<file path="src/rtl/exception_sequencer.sv">
// Exception entry sequencer: saves EPC, fetches the handler byte from the vector
// table and steers the PC mux to it, stalling the main control unit throughout.
module exception_sequencer #(
    parameter int          MEM_LAT    = 1,
    parameter logic [31:0] VEC_OPCODE = 32'd253,
    parameter logic [31:0] VEC_OVF    = 32'd254,
    parameter logic [31:0] VEC_DIV0   = 32'd255
) (
    input  logic        clk,
    input  logic        reset_n,
    input  logic        exc_opcode,
    input  logic        exc_overflow,
    input  logic        exc_div0,
    input  logic [31:0] pc_in,
    input  logic [31:0] mem_rdata,
    output logic        cpu_stall,
    output logic        mem_sel,
    output logic [31:0] mem_addr,
    output logic        epc_write,
    output logic [31:0] epc_value,
    output logic [1:0]  ex_control,
    output logic [31:0] handler_addr,
    output logic        pc_write,
    output logic [1:0]  cause
);

    localparam int CW = (MEM_LAT > 1) ? $clog2(MEM_LAT) : 1;

    typedef enum logic [1:0] {
        S_IDLE = 2'd0,
        S_SAVE = 2'd1,
        S_WAIT = 2'd2,
        S_LOAD = 2'd3
    } state_e;

    state_e          state_q, state_d;
    logic [CW-1:0]   cnt_q, cnt_d;
    logic [31:0]     vec_q, vec_d;
    logic [31:0]     epc_q, epc_d;
    logic [7:0]      handler_q, handler_d;
    logic [1:0]      cause_q, cause_d;

    // Only the low byte of the vector entry is the handler address.
    logic unused_rdata;
    assign unused_rdata = ^mem_rdata[31:8];

    always_comb begin
        state_d   = state_q;
        cnt_d     = cnt_q;
        vec_d     = vec_q;
        epc_d     = epc_q;
        handler_d = handler_q;
        cause_d   = cause_q;
        case (state_q)
            S_IDLE: begin
                if (exc_opcode || exc_overflow || exc_div0) begin
                    if (exc_opcode) begin
                        cause_d = 2'b01;
                        vec_d   = VEC_OPCODE;
                    end else if (exc_overflow) begin
                        cause_d = 2'b10;
                        vec_d   = VEC_OVF;
                    end else begin
                        cause_d = 2'b11;
                        vec_d   = VEC_DIV0;
                    end
                    epc_d   = pc_in - 32'd4;
                    state_d = S_SAVE;
                end
            end
            S_SAVE: begin
                cnt_d   = CW'(MEM_LAT - 1);
                state_d = S_WAIT;
            end
            S_WAIT: begin
                if (cnt_q == '0) begin
                    handler_d = mem_rdata[7:0];
                    state_d   = S_LOAD;
                end else begin
                    cnt_d = cnt_q - 1'b1;
                end
            end
            S_LOAD: begin
                state_d = S_IDLE;
            end
            default: begin
                state_d = S_IDLE;
            end
        endcase
    end

    always_ff @(posedge clk or negedge reset_n) begin
        if (!reset_n) begin
            state_q   <= S_IDLE;
            cnt_q     <= '0;
            vec_q     <= '0;
            epc_q     <= '0;
            handler_q <= '0;
            cause_q   <= '0;
        end else begin
            state_q   <= state_d;
            cnt_q     <= cnt_d;
            vec_q     <= vec_d;
            epc_q     <= epc_d;
            handler_q <= handler_d;
            cause_q   <= cause_d;
        end
    end

    // Outputs are registers or pure state decodes; no input reaches them combinationally.
    assign cpu_stall    = (state_q != S_IDLE);
    assign mem_sel      = (state_q == S_SAVE) || (state_q == S_WAIT);
    assign mem_addr     = vec_q;
    assign epc_write    = (state_q == S_SAVE);
    assign epc_value    = epc_q;
    assign ex_control   = {1'b0, (state_q == S_LOAD)};
    assign handler_addr = {24'b0, handler_q};
    assign pc_write     = (state_q == S_LOAD);
    assign cause        = cause_q;

endmodule

</file>
<file path="config.mk">
export PLATFORM = sky130hd
export DESIGN_NAME = exception_sequencer
export DESIGN_NICKNAME = d
export VERILOG_FILES = /design/src/rtl/exception_sequencer.sv
export SDC_FILE = /design/constraint.sdc
export NUM_CORES = 1
export LEC_CHECK = 0
export CORE_MARGIN = 3
export CORE_UTILIZATION = 33
export DETAILED_ROUTE_END_ITERATION = 10
export GPL_TIMING_DRIVEN = 0
export PLACE_DENSITY = 0.77
export SLEW_MARGIN = 5
export SYNTH_ARGS = -nofsm -noshare
export SYNTH_HDL_FRONTEND = slang
export SYNTH_SLANG_ARGS = --single-unit
</file>
<file path="constraint.sdc">
create_clock -name clk -period 1.4 [get_ports clk]
set_input_delay 0.35 -clock clk [delete_from_list [all_inputs] [get_ports clk]]
set_output_delay 0.35 -clock clk [all_outputs]
set_load 0.03 [all_outputs]
</file>
==> impl_metrics.csv <==
group,metric,value,unit
global_route,grt_pass1_vias,2625,
floorplanning,die_w,96.50,microns
clocking,ctsHoldBuffers,0,
synthesis,avgSynthCellArea,9.417,sq um
timing,setup_viol,53,
timing,fin_crit_sh,116.6,%
setup_path,startpoint,"pc_in[25]",
routing,vias,2567,
timing,worst_pin_slew,535.6,ps
clocking,cts-htree-levels,2,
clocking,cts-root-buf,"clkbuf_8",
routing,routed_wl,8.586,mm
finish,fin_cells,589,
setup_path,rr_endpoint,"epc_value[0]$_DFFE_PN0P_",
hold_path,hp-class,"in -> async",
timing,rsz0062_at_grt,"true",
timing,clock.fmax,612.4,MHz
setup_path,criticalPathCategory,"in -> reg",
setup_path,slowest_stage,"or4_4",
setup_path,endpoint_kind,"flip-flop",
global_route,grt_max_degree,25,
global_route,overflow,0,
global_route,track_usage,17.56,%
placed_design,pre_cts_slack,-1133,ps
clocking,clk_latency,300,ps
synthesis,synth_edf_count,0,
placed_design,port_buffers,99,
timing,fin_skew,7.163,ps
run,maxCapViolations,0,
synthesis,seq_area_frac_synth,41.67,%
setup_path,slowest_delay,510,ps
clocking,clkTransAtPathRegs,80,ps
synthesis,synth_area,2703,sq um
clocking,cts_buffers,5,
clocking,clockBufferDepth,2,
synthesis,ys_types,31,
floorplanning,coreArea,7848,sq um
timing,finalWorstSetupSlack,-232.8,ps
synthesis,synth-main-ff-cell,"dfrtp_1",
placed_design,placed_cells_incl_taps,537,
timing,holdWs,29.88,ps
setup_path,r2r_slack,-230,ps
timing,final_hold_viol_count,0,
floorplanning,core.rowCount,32,
global_route,grt_pass1_wl,12.58,mm
setup_path,worst_path_most_repeated_cell,"or4_4",
setup_path,cp.required,1580,ps
setup_path,ff2ff_path_depth,8,
finish,final_core_util,66.20,%
run_status,violations,"negative setup slack",
timing,slew_violations,0,
setup_path,crit-reg2reg-launch,"state_q[0]$_DFFE_PN0P_",
setup_path,cp_max_fo,4,
synthesis,synthArstFlopShare,100.0,%
power,powerDensity,1899,nW/um^2
floorplanning,num_io_pins,173,
routing,ant_nets,0,
routing,viasPerCell,4.358,
routing,wl_per_cell,14.58,microns
finish,nNetsFinal,562,
floorplanning,dieArea,9311,sq um
clocking,clkSinkCount,45,
timing,slew-limit-headroom,64.29,%
timing,min_period,1633,ps
floorplanning,initial_utilization,34.44,%
setup_path,timing.critical_path.to,"epc_value[30]$_DFFE_PN0P_",
finish,syn2layout_area_growth,92.22,%
synthesis,synth_seq_cells,45,
global_route,antenna_found_initial,0,
clocking,cts_tree,"yes",
synthesis,ys_warn_count,0,
synthesis,syn-instance-count,287,
finish,antenna_cells,0,
placed_design,place_hpwl,5.758,mm
setup_path,worstPathCellList,"buf_6, or4_4, or4_4, nor4_4, xnor2_1, o21ai_2",
power,leakagePower,2.461,nW
floorplanning,die_y,96.50,microns
placed_design,gp_congestion,0.8203,
routing,drt_first_pass_iters,4,
finish,layout-drive-gt1-share,58.93,%
routing,drt_iter0_drc,38,
power,peakVddDrop,0.7914,mV
routing,post-route-drc-count,0,
run_status,status,"finished, violations left",
setup_path,start_kind,"primary input",
setup_path,crit_arrival,1810,ps
worst min-delay path by stage:
stage                        startpoint                        end  slack [ps]
3_5_place_dp                    reset_n   epc_value[0]$_DFFE_PN0P_         350
6_report                        reset_n  epc_value[23]$_DFFE_PN0P_          30
2_1_floorplan                   reset_n       cause[0]$_DFFE_PN0P_          50
5_1_grt                         reset_n  epc_value[23]$_DFFE_PN0P_          60
4_1_cts                         reset_n  epc_value[15]$_DFFE_PN0P_          30
3_3_place_gp   epc_value[2]$_DFFE_PN0P_   epc_value[2]$_DFFE_PN0P_         460
synth_stat cells (2+ instances only):
master    count  area, sq um
xor2_1        5        43.79
or4_1         2        15.01
nand3_1       2        10.01
mux2_2       10        112.6
nand4_1       3        18.77
o21ai_0      11        55.05
o21ai_1      20        100.1
nor4_2        3        37.54
nand2_2       3        18.77
nor4_1       10        62.56
dfrtp_1      45         1126
inv_1         7        26.28
nand2_1      35        131.4
xnor2_1      22        192.7
buf_4        57        427.9
nor3_1       11        55.05
a31oi_1       2        12.51
nand2b_1      2        12.51
or3_1         4        25.02
clkbuf_1      6        22.52
nor2_1       13        48.80
ha_1          5        62.56
critical path, delay by kind of cell:
kind	cells	cell delay [ps]
buffers and inverters	1	110
XOR/XNOR	1	170
AND/OR/NAND/NOR	3	1110
AO/OA/AOI/OAI	1	70
metal layers:
metal | share of wire [%] | up-vias | wire, microns | GRT usage (%)
met5 | 0 | - | 0 | 0
met4 | 1.3 | 0 | 113 | 5.491
met3 | 7.4 | 9 | 633 | 3.486
met2 | 53 | 100 | 4578 | 32.53
met1 | 38 | 1194 | 3261 | 20.18
li1 | - | 1264 | - | -
cell usage in the layout, fill, tap and decap left out, types with 7 or more instances in the layout:
cell type        instances
buf_2                   16
buf_8                    7
conb_1                  49
clkdlybuf4s50_1         13
nor4_4                   9
clkdlybuf4s15_2         26
nand2_1                  7
buf_4                   76
mux2_4                  10
o21ai_1                 15
nor2_1                  10
buf_6                   32
xnor2_1                 22
dfrtp_1                 44
nand2_4                 13
dlygate4sd2_1            7
o21ai_2                 16
clkbuf_2                17
nand2_2                 17
registers in the layout, summed over array words and instances (netlist names):
name,count
cause,1
epc_value,32
mem_addr,2
state_q,2
handler_q,8
stage by stage:
step | TNS (ps) | cell area, sq um | power [W]
detailed placement | -28950 | 4178 | 0.007262
global route | -9600 | 5195 | 0.01041
finish | -7392 | 5195 | 0.009865
floorplan | -907.7 | 3044 | 0.005275
CTS | -6223 | 4931 | 0.009065
global placement | -84990 | 4163 | 0.007154
kinds of logic after synthesis:
group | after synthesis | synth area share (%)
xor+xnor | 27 | 8.750
compound gates | 37 | 7.315
simple gates | 90 | 16.94
fa+ha+maj | 5 | 2.315
mux | 10 | 4.167
other cells | 1 | 0.1388
buf+inv | 72 | 18.70
flops | 45 | 41.67
where the power goes:
group | internal [W] | switching (W)
combinational | 0.00315 | 0.00352
sequential | 0.00194 | 0.000500
clock | 0.000329 | 0.000425
timing repair:
| item | in CTS | in global routing |
|---|---|---|
| buffers inserted | 30 | 12 |
| resized for setup | 385 | 96 |
| cloned | 6 | 0 |
| endpoints found under the setup margin | 96 | 72 |
| pin swaps | 55 | 20 |
final cells by class:
class | instances | area (sq um)
tap | 102 | 127.6
fill | 643 | 2653
inverter | 7 | 56.30
sequential | 45 | 1127
clock buffer | 5 | 68.82
buffer | 64 | 595.6
timing repair buffer | 147 | 1421
clock inverter | 1 | 5.005
multi-input combinational | 218 | 1793
Note: power is estimated with default switching activity, not from simulation.
